$ cat src/rtl/des_result_serializer.sv
// -----------------------------------------------------------------------------
// des_result_serializer
//
// Byte-wide transmit stage for the DES datapath. Each 64-bit block presented
// by the DES core with a one-cycle result_valid strobe is captured and sent
// as eight bytes over a valid/ready byte interface. A single pending-block
// buffer absorbs a second block while the sink stalls; a third block that
// arrives before the active block finishes is dropped and flagged.
//
// Parameters
//   MSB_FIRST     1: send result[63:56] first and [7:0] last; 0: reverse order
//
// Ports
//   clk           in   system clock (same clock as the DES core)
//   rst_n         in   asynchronous active-low reset
//   result        in   64-bit DES output block, sampled when result_valid=1
//   result_valid  in   one-cycle strobe from the DES core, no backpressure
//   byte_out      out  current output byte
//   byte_valid    out  byte_out holds a valid byte
//   byte_ready    in   sink accepts the byte (transfer = byte_valid & byte_ready)
//   byte_last     out  current byte is the 8th byte of its block
//   busy          out  active or pending block occupied
//   overflow      out  sticky; set when an incoming block is dropped
//   overflow_clr  in   synchronous clear of overflow (a same-cycle drop wins)
// -----------------------------------------------------------------------------
module des_result_serializer #(
    parameter bit MSB_FIRST = 1'b1
) (
    input  logic        clk,
    input  logic        rst_n,
    input  logic [63:0] result,
    input  logic        result_valid,
    output logic [7:0]  byte_out,
    output logic        byte_valid,
    input  logic        byte_ready,
    output logic        byte_last,
    output logic        busy,
    output logic        overflow,
    input  logic        overflow_clr
);

    typedef enum logic {
        IDLE = 1'b0,
        SEND = 1'b1
    } state_t;

    state_t      state;
    logic [63:0] act;
    logic [63:0] pend;
    logic [2:0]  idx;
    logic        pend_v;
    logic        ovf_q;

    logic        xfer;
    logic        end_of_block;
    logic        drop;
    logic [63:0] act_shifted;

    assign xfer         = (state == SEND) && byte_ready;
    assign end_of_block = xfer && (idx == 3'd7);

    // A block arriving while SEND is not finishing, with the buffer already
    // full, has nowhere to go.
    assign drop = (state == SEND) && !end_of_block && result_valid && pend_v;

    // Move the next byte into the output end of the active register.
    assign act_shifted = MSB_FIRST ? {act[55:0], 8'h00} : {8'h00, act[63:8]};

    // Outputs decode only registered state, so byte_ready/result_valid never
    // reach an output combinationally and a stalled byte stays put.
    assign byte_out   = MSB_FIRST ? act[63:56] : act[7:0];
    assign byte_valid = (state == SEND);
    assign byte_last  = (state == SEND) && (idx == 3'd7);
    assign busy       = (state == SEND) || pend_v;
    assign overflow   = ovf_q;

    // NOTE: sequential state uses non-blocking assignments so every register
    // samples the pre-edge values, independent of statement order.
    always_ff @(posedge clk or negedge rst_n) begin
        if (!rst_n) begin
            // NOTE: the data registers are reset too (not just the flags), so
            // byte_out reads 0 in reset and no stale block can leak out later.
            state  <= IDLE;
            act    <= 64'h0;
            pend   <= 64'h0;
            idx    <= 3'd0;
            pend_v <= 1'b0;
            ovf_q  <= 1'b0;
        end else begin
            case (state)
                IDLE: begin
                    if (result_valid) begin
                        act   <= result;
                        idx   <= 3'd0;
                        state <= SEND;
                    end
                end

                SEND: begin
                    if (end_of_block) begin
                        if (pend_v) begin
                            // Buffered block goes next; a coincident new block
                            // refills the buffer so nothing is lost.
                            act <= pend;
                            idx <= 3'd0;
                            if (result_valid) begin
                                pend <= result;
                            end else begin
                                pend_v <= 1'b0;
                            end
                        end else if (result_valid) begin
                            // Zero-bubble handoff straight into the active slot.
                            act <= result;
                            idx <= 3'd0;
                        end else begin
                            state <= IDLE;
                        end
                    end else begin
                        if (xfer) begin
                            act <= act_shifted;
                            idx <= idx + 3'd1;
                        end
                        if (result_valid && !pend_v) begin
                            pend   <= result;
                            pend_v <= 1'b1;
                        end
                    end
                end

                default: state <= IDLE;
            endcase

            // Set has priority over clear so a drop is never hidden.
            if (drop) begin
                ovf_q <= 1'b1;
            end else if (overflow_clr) begin
                ovf_q <= 1'b0;
            end
        end
    end

endmodule

$ cat config.mk
export PLATFORM = sky130hd
export DESIGN_NAME = des_result_serializer
export DESIGN_NICKNAME = d
export VERILOG_FILES = /design/src/rtl/des_result_serializer.sv
export SDC_FILE = /design/constraint.sdc
export NUM_CORES = 1
export LEC_CHECK = 0
export CAP_MARGIN = 25
export CORE_MARGIN = 2
export CORE_UTILIZATION = 56
export CTS_CLUSTER_DIAMETER = 200
export CTS_CLUSTER_SIZE = 8
export DETAILED_ROUTE_END_ITERATION = 8
export PLACE_DENSITY = 0.8
export SKIP_CTS_REPAIR_TIMING = 1
export SLEW_MARGIN = 10
export SYNTH_ARGS = -nofsm -noshare
export SYNTH_HDL_FRONTEND = slang
export SYNTH_SLANG_ARGS = --single-unit
$ cat constraint.sdc
create_clock -name clk -period 2.41 [get_ports clk]
set_input_delay 0.3615 -clock clk [delete_from_list [all_inputs] [get_ports clk]]
set_output_delay 0.3615 -clock clk [all_outputs]
set_load 0.02 [all_outputs]
# Word-level counts from Yosys, hierarchy flattened
# Cells that the tools add are included.
totals:
  ff_bits: 134
  latch_bits: 0
  ramBits: 0
  romBits: 0
  inputBits: 69
  word_cells: 49
  mem_count: 0
op_classes:
  addsub: 1
  n_mul: 0
  div: 0
  order_cmp: 0
  n_eq_ne: 4
  shift: 0
  muxes: 23
  bitwise_logic: 1
  reduce_logical: 14
ops:
  columns: ["operator", "n"]
  rows:
  - ["2-to-1 mux 64 bit", 8]
  - ["one-hot mux 64 bit (2 select lines)", 1]
  - ["2-to-1 mux 3 bit", 4]
  - ["2-to-1 mux 1 bit", 8]
  - ["logical AND 1 bit", 7]
  - ["one-hot mux 3 bit (2 select lines)", 1]
  - ["!= test 2 bit, second input constant", 2]
  - ["AND reduction 4 bit", 1]
  - ["nonzero test 2 bit", 2]
  - ["adder 3 x 1 -> 3 bit, second input constant", 1]
  - ["== test 3 bit, second input constant", 1]
  - ["!= test 3 x 1 -> 1 bit, second input constant", 1]
  - ["logical NOT 1 bit", 2]
  - ["one-hot mux 1 bit (2 select lines)", 1]
  - ["AND reduction 2 bit", 1]
  - ["logical OR 1 bit", 1]
  - ["inverter 1 bit", 1]

# Depth between registers and ports, before layout
# Gate-level depths: netlist of run 1.
logic_depth:
  word_depth: 7
  mapped_depth: 8
  ltp_nobuf: 5

# Worst setup path before layout of run 1
# OpenSTA, ideal clock, no wires.
synth_timing:
  path_kind: "register to output"
  start: "register idx[0]"
  end: "output port byte_last"
  arrival_time_ns: 1.475
  t_required_ns: 2.049
  setup_slack_ns: 0.574
  path_stages_with_launch: 7
  path_buffers: 3
  cell_sequence: "dfrtp_1 ha_1 ha_1 buf_2 buf_2 buf_2 and2_1"
synth_via:
  elab_chain_len: 2
synth_rtl:
  columns: ["item", "line", "rtl"]
  rows:
  - ["start, declared", "50", "logic [2:0] idx;"]
  - ["start signal, assigned", "121", "idx <= idx + 3'd1;"]
  - ["== test 3 bit", "73", "assign byte_last = (state == SEND) && (idx == 3'd7);"]
  - ["logical AND 1 bit", "73", null]
  - ["end, declared", "36", "output logic byte_last,"]
# No other way between the ends.

# Worst setup path in the final report of run 1
# Ends and elaborated chain as after synthesis.

==> results.cfg, run 1 <==
[worst_setup_path]
critical_path_class = reg -> out
critical_path.max_stage_delay_ns = 0.53
crit_path_cell_trace = ha_1 > ha_4 > and2_1 > clkdlybuf4s50_1
end_kind = primary output
critPathRequiredTime_ns = 2.05
worst_setup_path_start_kind = flip-flop
crit_path_top_delay_cell = clkdlybuf4s50_1
rr_worst_depth = 7
worstReg2RegStart = idx[0]
worstPathArrival_ns = 1.90
rrSetupSlack_ns = 0.26
startpoint = idx[0]
r2r_end = pend[63]
cp_max_fo = 4

[cells_and_area]
drive_gt1_share_pct = 20.71
regArea_sq_um = 3354
area_growth_syn_to_layout_pct = 22.33
diodes = 0
multi_input_area_sq_um = 2769
fin_util_pct = 69.88
final_nets = 652
final_area_sq_um = 7945
nFillCells = 808

[route]
dr.pass1.iters = 5
remaining_drc_errors = 0
routedWlPerCell_microns = 20.83
highest_layer = met4
ant_nets = 0
wl_microns = 15350
wl_met2_microns = 7563
via_per_inst = 6.303
drt-met1-wl_microns = 6697
vias = 4645
drt_iter0_drc = 386
dr_wl_met3_microns = 818

[yosys]
yosys-top-cells-area = dfrtp_1 52%, mux2_4 14%, a221o_1 9.9%
synth_cells = 520
yosys.area.top_type_share_pct = 51.63
async_flop_share_pct = 100.0
yosysTopAreaCell = dfrtp_1
yosysWarnings = 0
synth_nets = 591
ys_ff_latch = 134
synth_most_common_cell = dfrtp_1
syn_area_per_cell_sq_um = 12.49
synth-edff-count = 0
synth_top_cells_by_count = 134 x dfrtp_1, 64 x a221o_1, 60 x mux2_4
synth-main-ff-cell = dfrtp_1
yosysUniqueCellTypes = 28
synth_area_sq_um = 6495
ys_seq_area_share_pct = 51.63

[sta]
hold_viol_final = 0
max_slew_margin_pct = 68.67
tightest_slew_ns = 0.4700
min_period_over_period_pct = 93.82
fin_worst_skew_ns = 0.009241
holdWs_ns = 0.4933
setup_viol = 0
max_freq_ghz = 0.4423
finalSetupTns_ns = 0
rsz0062_at_grt = false
drv_slew = 0
period_needed_ns = 2.261

[floorplanning]
core-area_sq_um = 11370
dieArea_sq_um = 12480
ios = 81
dieWidth_microns = 111.7
rows = 39
initial_core_util_pct = 57.13
die_h_microns = 111.7

[clock_tree]
insertion_delay_ns = 0.41
h-tree-depth = 4
clk_pin_slew_worst_paths_ns = 0.06
cts_tree = built
root_buffer = clkbuf_16
cts.sinks = 134
cts_inserted_buffers = 17
cts_buffer_depth = 2

[global_routing]
antenna_found_initial = 0
gr-total-overflow = 0
grt_use_total_pct = 25.52
grt_pass1_vias = 4763
grt_first_pass_wirelength_microns = 25440
grt_max_degree = 86

[power]
p_leak_nw = 3.375
ir_drop_mv = 1.067
power.density_nw_per_um2 = 1097

[hold_path]
hp-class = in -> async

[job]
drv_cap = 0

[outcome]
outcome = complete, no violations

[placement]
numPortBuffers = 80
dpl.hpwl_microns = 9204
place_area_sq_um = 7310
gp_congestion = 0.7768
## critical path: cells and delay by family (launching register included)
kind | cells | cell delay, ns
DFF | 1 | 0.38
adders and majority gates | 2 | 0.41
buffers and inverters | 1 | 0.53
and+or+nand+nor | 1 | 0.17
## state kept, by name, indices dropped and copies added (netlist names)
signal,flops
pend,64
pend_v,1
idx,3
byte_valid,1
overflow,1
act,64
## worst max path at each step
stage	depth (start not counted)	to	slack, ns
finish	4	byte_last	0.15
global route	4	byte_last	0.10
CTS	4	byte_last	0.01
detailed placement	5	pend[63]	0.13
global placement	5	pend[63]	0.18
floorplan	6	byte_last	0.57
## cell usage in the layout, fill, tap and decap left out, types with 5 or more instances in the layout
cell type	Yosys	final
a21oi_1	58	58
a221o_1	64	64
and2_1	9	9
buf_12	6	8
buf_4	10	10
clkbuf_16	0	17
clkdlybuf4s50_1	0	79
dfrtp_1	134	133
mux2_2	5	5
mux2_4	60	60
nand2b_1	56	56
nand3_1	57	57
## final cells by class
type,instances,share of cell area [%]
clock buffer,21,6.047
clock inverter,11,1.543
inverter,1,0.04724
multi-input combinational,329,34.85
sequential,134,42.22
tap,143,2.252
timing repair buffer,98,13.04
## cells by family after synthesis
group / Yosys count / share of synthesized area [%]
AO/OA/AOI/OAI: 129 / 15.14
adder cells (fa/ha/maj): 2 / 0.3852
buffers and inverters: 57 / 6.222
flip-flops: 134 / 51.63
multiplexers: 66 / 14.89
AND/OR/NAND/NOR: 132 / 11.73
## metal layers
layer  vias to the layer above  track usage [%]
met5                         -                0
met4                         0            7.819
met3                        26            6.532
met2                       151            40.36
met1                      2423            35.09
li1                       2045                -
## stage by stage
stage / setup slack [ns] / instances / power, mW
after global routing: 0.1035 / 737 / 9.124
after CTS: 0.01186 / 733 / 8.727
after detailed placement: 0.1340 / 701 / 6.052
after global placement: 0.1771 / 701 / 5.928
final: 0.1489 / 737 / 8.713
after floorplan: 0.5738 / 520 / 5.408
## power by group
part           internal, mW  switching (mW)  leakage, nW
logic                  1.48           0.867         1.36
clock network          1.63           0.983        0.287
registers              3.16           0.593         1.72
total                  6.27            2.44         3.38
Note: power is estimated with default switching activity, not from simulation.
==> run 2, diff against run 1 <==
- CORE_UTILIZATION: 56 -> 37
- PLACE_DENSITY: 0.8 -> not set
==> run 2 against run 1 <==
  * Register-to-register slack better by 0.09 ns
  * Non-clock buffer count is 1 higher
  * Final area is 1.5% higher
  * Sequential share of layout area is 0.62 points lower
  * Largest cell class unchanged
  * Largest power group unchanged
  * Highest routed layer unchanged
==> results.cfg, run 2 (synthesis results as in run 1) <==
[power]
pwr-share-clk_pct = 30.4
ir_drop_mv = 0.5447
p_leak_nw = 3.404
combPwrFrac_pct = 26.9
switching_share_pct = 27.13
pwr-share-seq_pct = 42.7
p_int_mw = 6.331
p_total_mw = 8.688
p_sw_mw = 2.357
power.density_nw_per_um2 = 1077

[route]
via_per_inst = 5.499
routedWlPerCell_microns = 19.55
wl_microns = 16010
drt_iter0_drc = 351
dr.pass1.iters = 4
remaining_drc_errors = 0
vias = 4504
ant_nets = 0

[hold_path]
hp-class = in -> async

[clock_tree]
cts_tree = built
h-tree-depth = 4
cts_inserted_buffers = 17
clk_pin_slew_worst_paths_ns = 0.06
root_buffer = clkbuf_16
insertion_delay_ns = 0.42
cts.sinks = 134
cts_buffer_depth = 2

[worst_setup_path]
end_kind = primary output
worstPathArrival_ns = 1.91
startpoint = byte_valid
critical_path_class = reg -> out
rr_worst_depth = 6
cp_max_fo = 12
worst_setup_path_start_kind = flip-flop
worstReg2RegStart = idx[0]
critPathRequiredTime_ns = 2.05

[floorplanning]
rows = 48
dieWidth_microns = 136.5
initial_core_util_pct = 37.68
dieArea_sq_um = 18630
core-area_sq_um = 17240
ios = 81
die_h_microns = 136.5

[cells_and_area]
drive_gt1_share_pct = 20.37
diodes = 0
reg_top3 = act x64, pend x64, idx x3
area_growth_syn_to_layout_pct = 24.16
final_area_sq_um = 8064
fin_util_pct = 46.78
layout.cells.non_filler = 819
mostFrequentLayoutCells = 133 x dfrtp_1, 78 x clkdlybuf4s50_1, 64 x a221o_1
final_common_cell = dfrtp_1
final_nets = 653
nFillCells = 1519

[global_routing]
grt_pass1_vias = 4608
antenna_found_initial = 0
grt_first_pass_wirelength_microns = 25670
gr-total-overflow = 0
grt_use_total_pct = 18.00
grt_max_degree = 79

[placement]
numPortBuffers = 80
place_area_sq_um = 7438
pre_cts_ws_ns = 0.2549
gp_congestion = 0.7465
dpl.cell_count = 786
dpl.hpwl_microns = 10040

[job]
drv_cap = 0

[sta]
min_period_over_period_pct = 94.29
max_slew_margin_pct = 68.28
drv_slew = 0
hold_viol_final = 0
rsz0062_at_grt = false
tightest_slew_ns = 0.4758
setup_viol = 0
period_needed_ns = 2.272
fin_worst_skew_ns = 0.008051
max_freq_ghz = 0.4401
setup_slack_ns = 0.1375

[outcome]
outcome = complete, no violations
-- run 2: cell types whose count changed in the layout (fill, tap and decap cells not counted), sizes merged --
cell	change
inv	-1
clkdlybuf4s50	-1
clkinvlp	-2
bufinv	+1
clkbuf	+2
dlymetal6s2s	+1
-- run 2: metal layers --
metal / wire [microns] / vias to the layer above / global-route usage [%]
met3: 742 / 8 / 4.889
met5: 0 / - / 0
met4: 109 / 0 / 4.340
met2: 7923 / 103 / 27.86
met1: 7234 / 2344 / 25.16
li1: - / 2049 / -
-- run 2: final timing paths --
path | endpoint | slack [ns]
worst max register to register | pend[63] | 0.35
worst min register to register | pend[2] | 0.50
worst min-delay path | pend[23] | 0.46
worst max-delay path | busy | 0.14
min in group clk | pend[2] | 0.50
max in group asynchronous | pend[58] | 1.24
-- run 2: power by group through the flow --
stage,Clock [mW],Combinational (mW),Sequential (mW)
floorplan,0,1.87,3.53
global placement,0,2.29,3.69
detailed placement,0,2.35,3.72
CTS,2.69,2.36,3.71
global route,2.80,2.54,3.81
finish,2.64,2.34,3.71
-- run 2: critical path: stages (launching register included) --
cell and delay, ns:
dfrtp_1 0.55, or2_2 0.40, clkdlybuf4s50_1 0.55
-- run 2: through the flow --
step                hold slack [ns]  setup TNS, ns
global placement             0.3425              0
floorplan                   0.06591              0
finish                       0.4586              0
detailed placement           0.3389              0
CTS                         -0.1120        -0.1155
global route                 0.4924              0
-- run 2: area by class of cell --
cell class / instances / area (sq um) / share of cell area, %
clock inverters: 9 / 125.1 / 1.552
well taps: 225 / 281.5 / 3.491
multi-input cells: 329 / 2769 / 34.34
flip-flops and latches: 134 / 3354 / 41.60
clock buffers: 22 / 474.2 / 5.881
inverters: 1 / 3.754 / 0.04655
repair buffers: 99 / 1056 / 13.10
==> run 3, diff against run 2 <==
- CORE_UTILIZATION: 37 -> 34
==> run 3 against run 2 <==
  * Via count grew 1.0%
  * Final area increased by 0.40%
  * Register-to-register slack improved by 0.08 ns
  * Power is 3.9% higher
  * Critical endpoint is now byte_last
==> results.cfg, run 3 (synthesis results as in run 1) <==
[power]
ir_drop_mv = 0.5086
pwr-share-clk_pct = 33.1
p_leak_nw = 3.388
combPwrFrac_pct = 25.7
p_sw_mw = 2.411
power.density_nw_per_um2 = 1115
switching_share_pct = 26.72
p_total_mw = 9.024
pwr-share-seq_pct = 41.2
p_int_mw = 6.613

[route]
wl_microns = 16110
vias = 4550
routedWlPerCell_microns = 19.55
dr.pass1.iters = 5
drt_iter0_drc = 332
via_per_inst = 5.522
remaining_drc_errors = 0
ant_nets = 0

[sta]
max_slew_margin_pct = 68.90
drv_slew = 0
setup_slack_ns = 0.1194
finalSetupTns_ns = 0
max_freq_ghz = 0.4366
fin_worst_skew_ns = 0.009090
holdWs_ns = 0.4288
setup_viol = 0
tightest_slew_ns = 0.4666
hold_viol_final = 0
rsz0062_at_grt = false
min_period_over_period_pct = 95.04
period_needed_ns = 2.291

[clock_tree]
cts_tree = built
cts_buffer_depth = 2
root_buffer = clkbuf_16
insertion_delay_ns = 0.42
clk_pin_slew_worst_paths_ns = 0.06
cts_inserted_buffers = 17
h-tree-depth = 4
cts.sinks = 134

[worst_setup_path]
end_kind = primary output
crit_path_top_delay_cell = clkdlybuf4s50_1
worst_setup_path_start_kind = flip-flop
worstReg2RegStart = idx[0]
cp-endpoint = byte_last
rr_worst_depth = 6
cp_max_fo = 8
startpoint = idx[0]
worstPathArrival_ns = 1.93
r2r_end = pend[63]
crit_path_cell_trace = ha_1 > ha_4 > and2_1 > clkdlybuf4s50_1
critical_path.max_stage_delay_ns = 0.53
critPathRequiredTime_ns = 2.05
rrSetupSlack_ns = 0.43
critical_path_class = reg -> out

[cells_and_area]
mostFrequentLayoutCells = 133 x dfrtp_1, 79 x clkdlybuf4s50_1, 64 x a221o_1
nFillCells = 1644
reg_top3 = act x64, pend x64, idx x3
final_nets = 648
final_common_cell = dfrtp_1
drive_gt1_share_pct = 20.17
layout.cells.non_filler = 824
area_growth_syn_to_layout_pct = 24.66
diodes = 0

[global_routing]
grt_max_degree = 114
grt_use_total_pct = 16.80
antenna_found_initial = 0
grt_first_pass_wirelength_microns = 26500
grt_pass1_vias = 4870
gr-total-overflow = 0

[floorplanning]
die_h_microns = 142.2
ios = 81
rows = 50
dieArea_sq_um = 20230
core-area_sq_um = 18710
dieWidth_microns = 142.2
initial_core_util_pct = 34.72

[placement]
numPortBuffers = 80
dpl.cell_count = 791
pre_cts_ws_ns = 0.1531
dpl.hpwl_microns = 9706
gp_congestion = 0.7877

[outcome]
outcome = complete, no violations

[job]
drv_cap = 0

[hold_path]
hp-class = in -> async
-- run 3: changes by cell type in the layout (fill, tap and decap cells not counted) --
cell             previous run  this run
buf_4                       9         6
bufinv_16                   3         6
clkbuf_1                    2         0
clkbuf_8                    4         2
buf_12                      8         7
clkdlybuf4s50_1            78        79
clkinv_2                    4         3
clkinv_4                    0         1
clkinvlp_4                  2         3
dlymetal6s2s_1              1         0
-- run 3: critical path, delay by kind of cell, from the launching register on --
kind | cells | cell delay, ns
simple gates | 1 | 0.17
flops | 1 | 0.38
buf+inv | 1 | 0.53
fa+ha+maj | 2 | 0.44
-- run 3: final cells by class --
class | count | area (sq um) | area share (%)
inverter | 1 | 3.754 | 0.04636
clock buffer | 19 | 452.9 | 5.594
tap | 234 | 292.8 | 3.616
clock inverter | 13 | 226.5 | 2.797
multi-input combinational | 329 | 2769 | 34.20
sequential | 134 | 3354 | 41.43
timing repair buffer | 94 | 997.2 | 12.32
-- run 3: worst min path at each step --
stage	from	to	slack, ns	cells after the start
after floorplan	rst_n	act[0]	0.07	0
after global placement	rst_n	pend[4]	0.31	1
after detailed placement	rst_n	pend[4]	0.33	1
after CTS	rst_n	pend[4]	-0.12	1
after global routing	rst_n	pend[12]	0.46	2
final	rst_n	pend[4]	0.43	2
-- run 3: routing by layer --
metal | track usage (%) | part of all wire (%) | up-vias
li1 | - | - | 2037
met1 | 21.80 | 45 | 2367
met2 | 27.61 | 49 | 128
met3 | 4.071 | 4.5 | 18
met4 | 5.579 | 1.5 | 0
met5 | 0 | 0 | -
-- run 3: power groups by stage --
stage | combinational [mW] | clock [mW] | sequential (mW)
floorplan | 1.87 | 0 | 3.53
global placement | 2.27 | 0 | 3.69
detailed placement | 2.34 | 0 | 3.72
CTS | 2.35 | 3.03 | 3.71
global route | 2.53 | 3.14 | 3.83
finish | 2.32 | 2.99 | 3.72
-- run 3: metrics by stage --
step	instance area (sq um)	utilization, %
floorplan	6495	-
global placement	7407	39.60
detailed placement	7407	39.60
CTS	8087	43.23
global route	8097	43.28
finish	8097	43.28
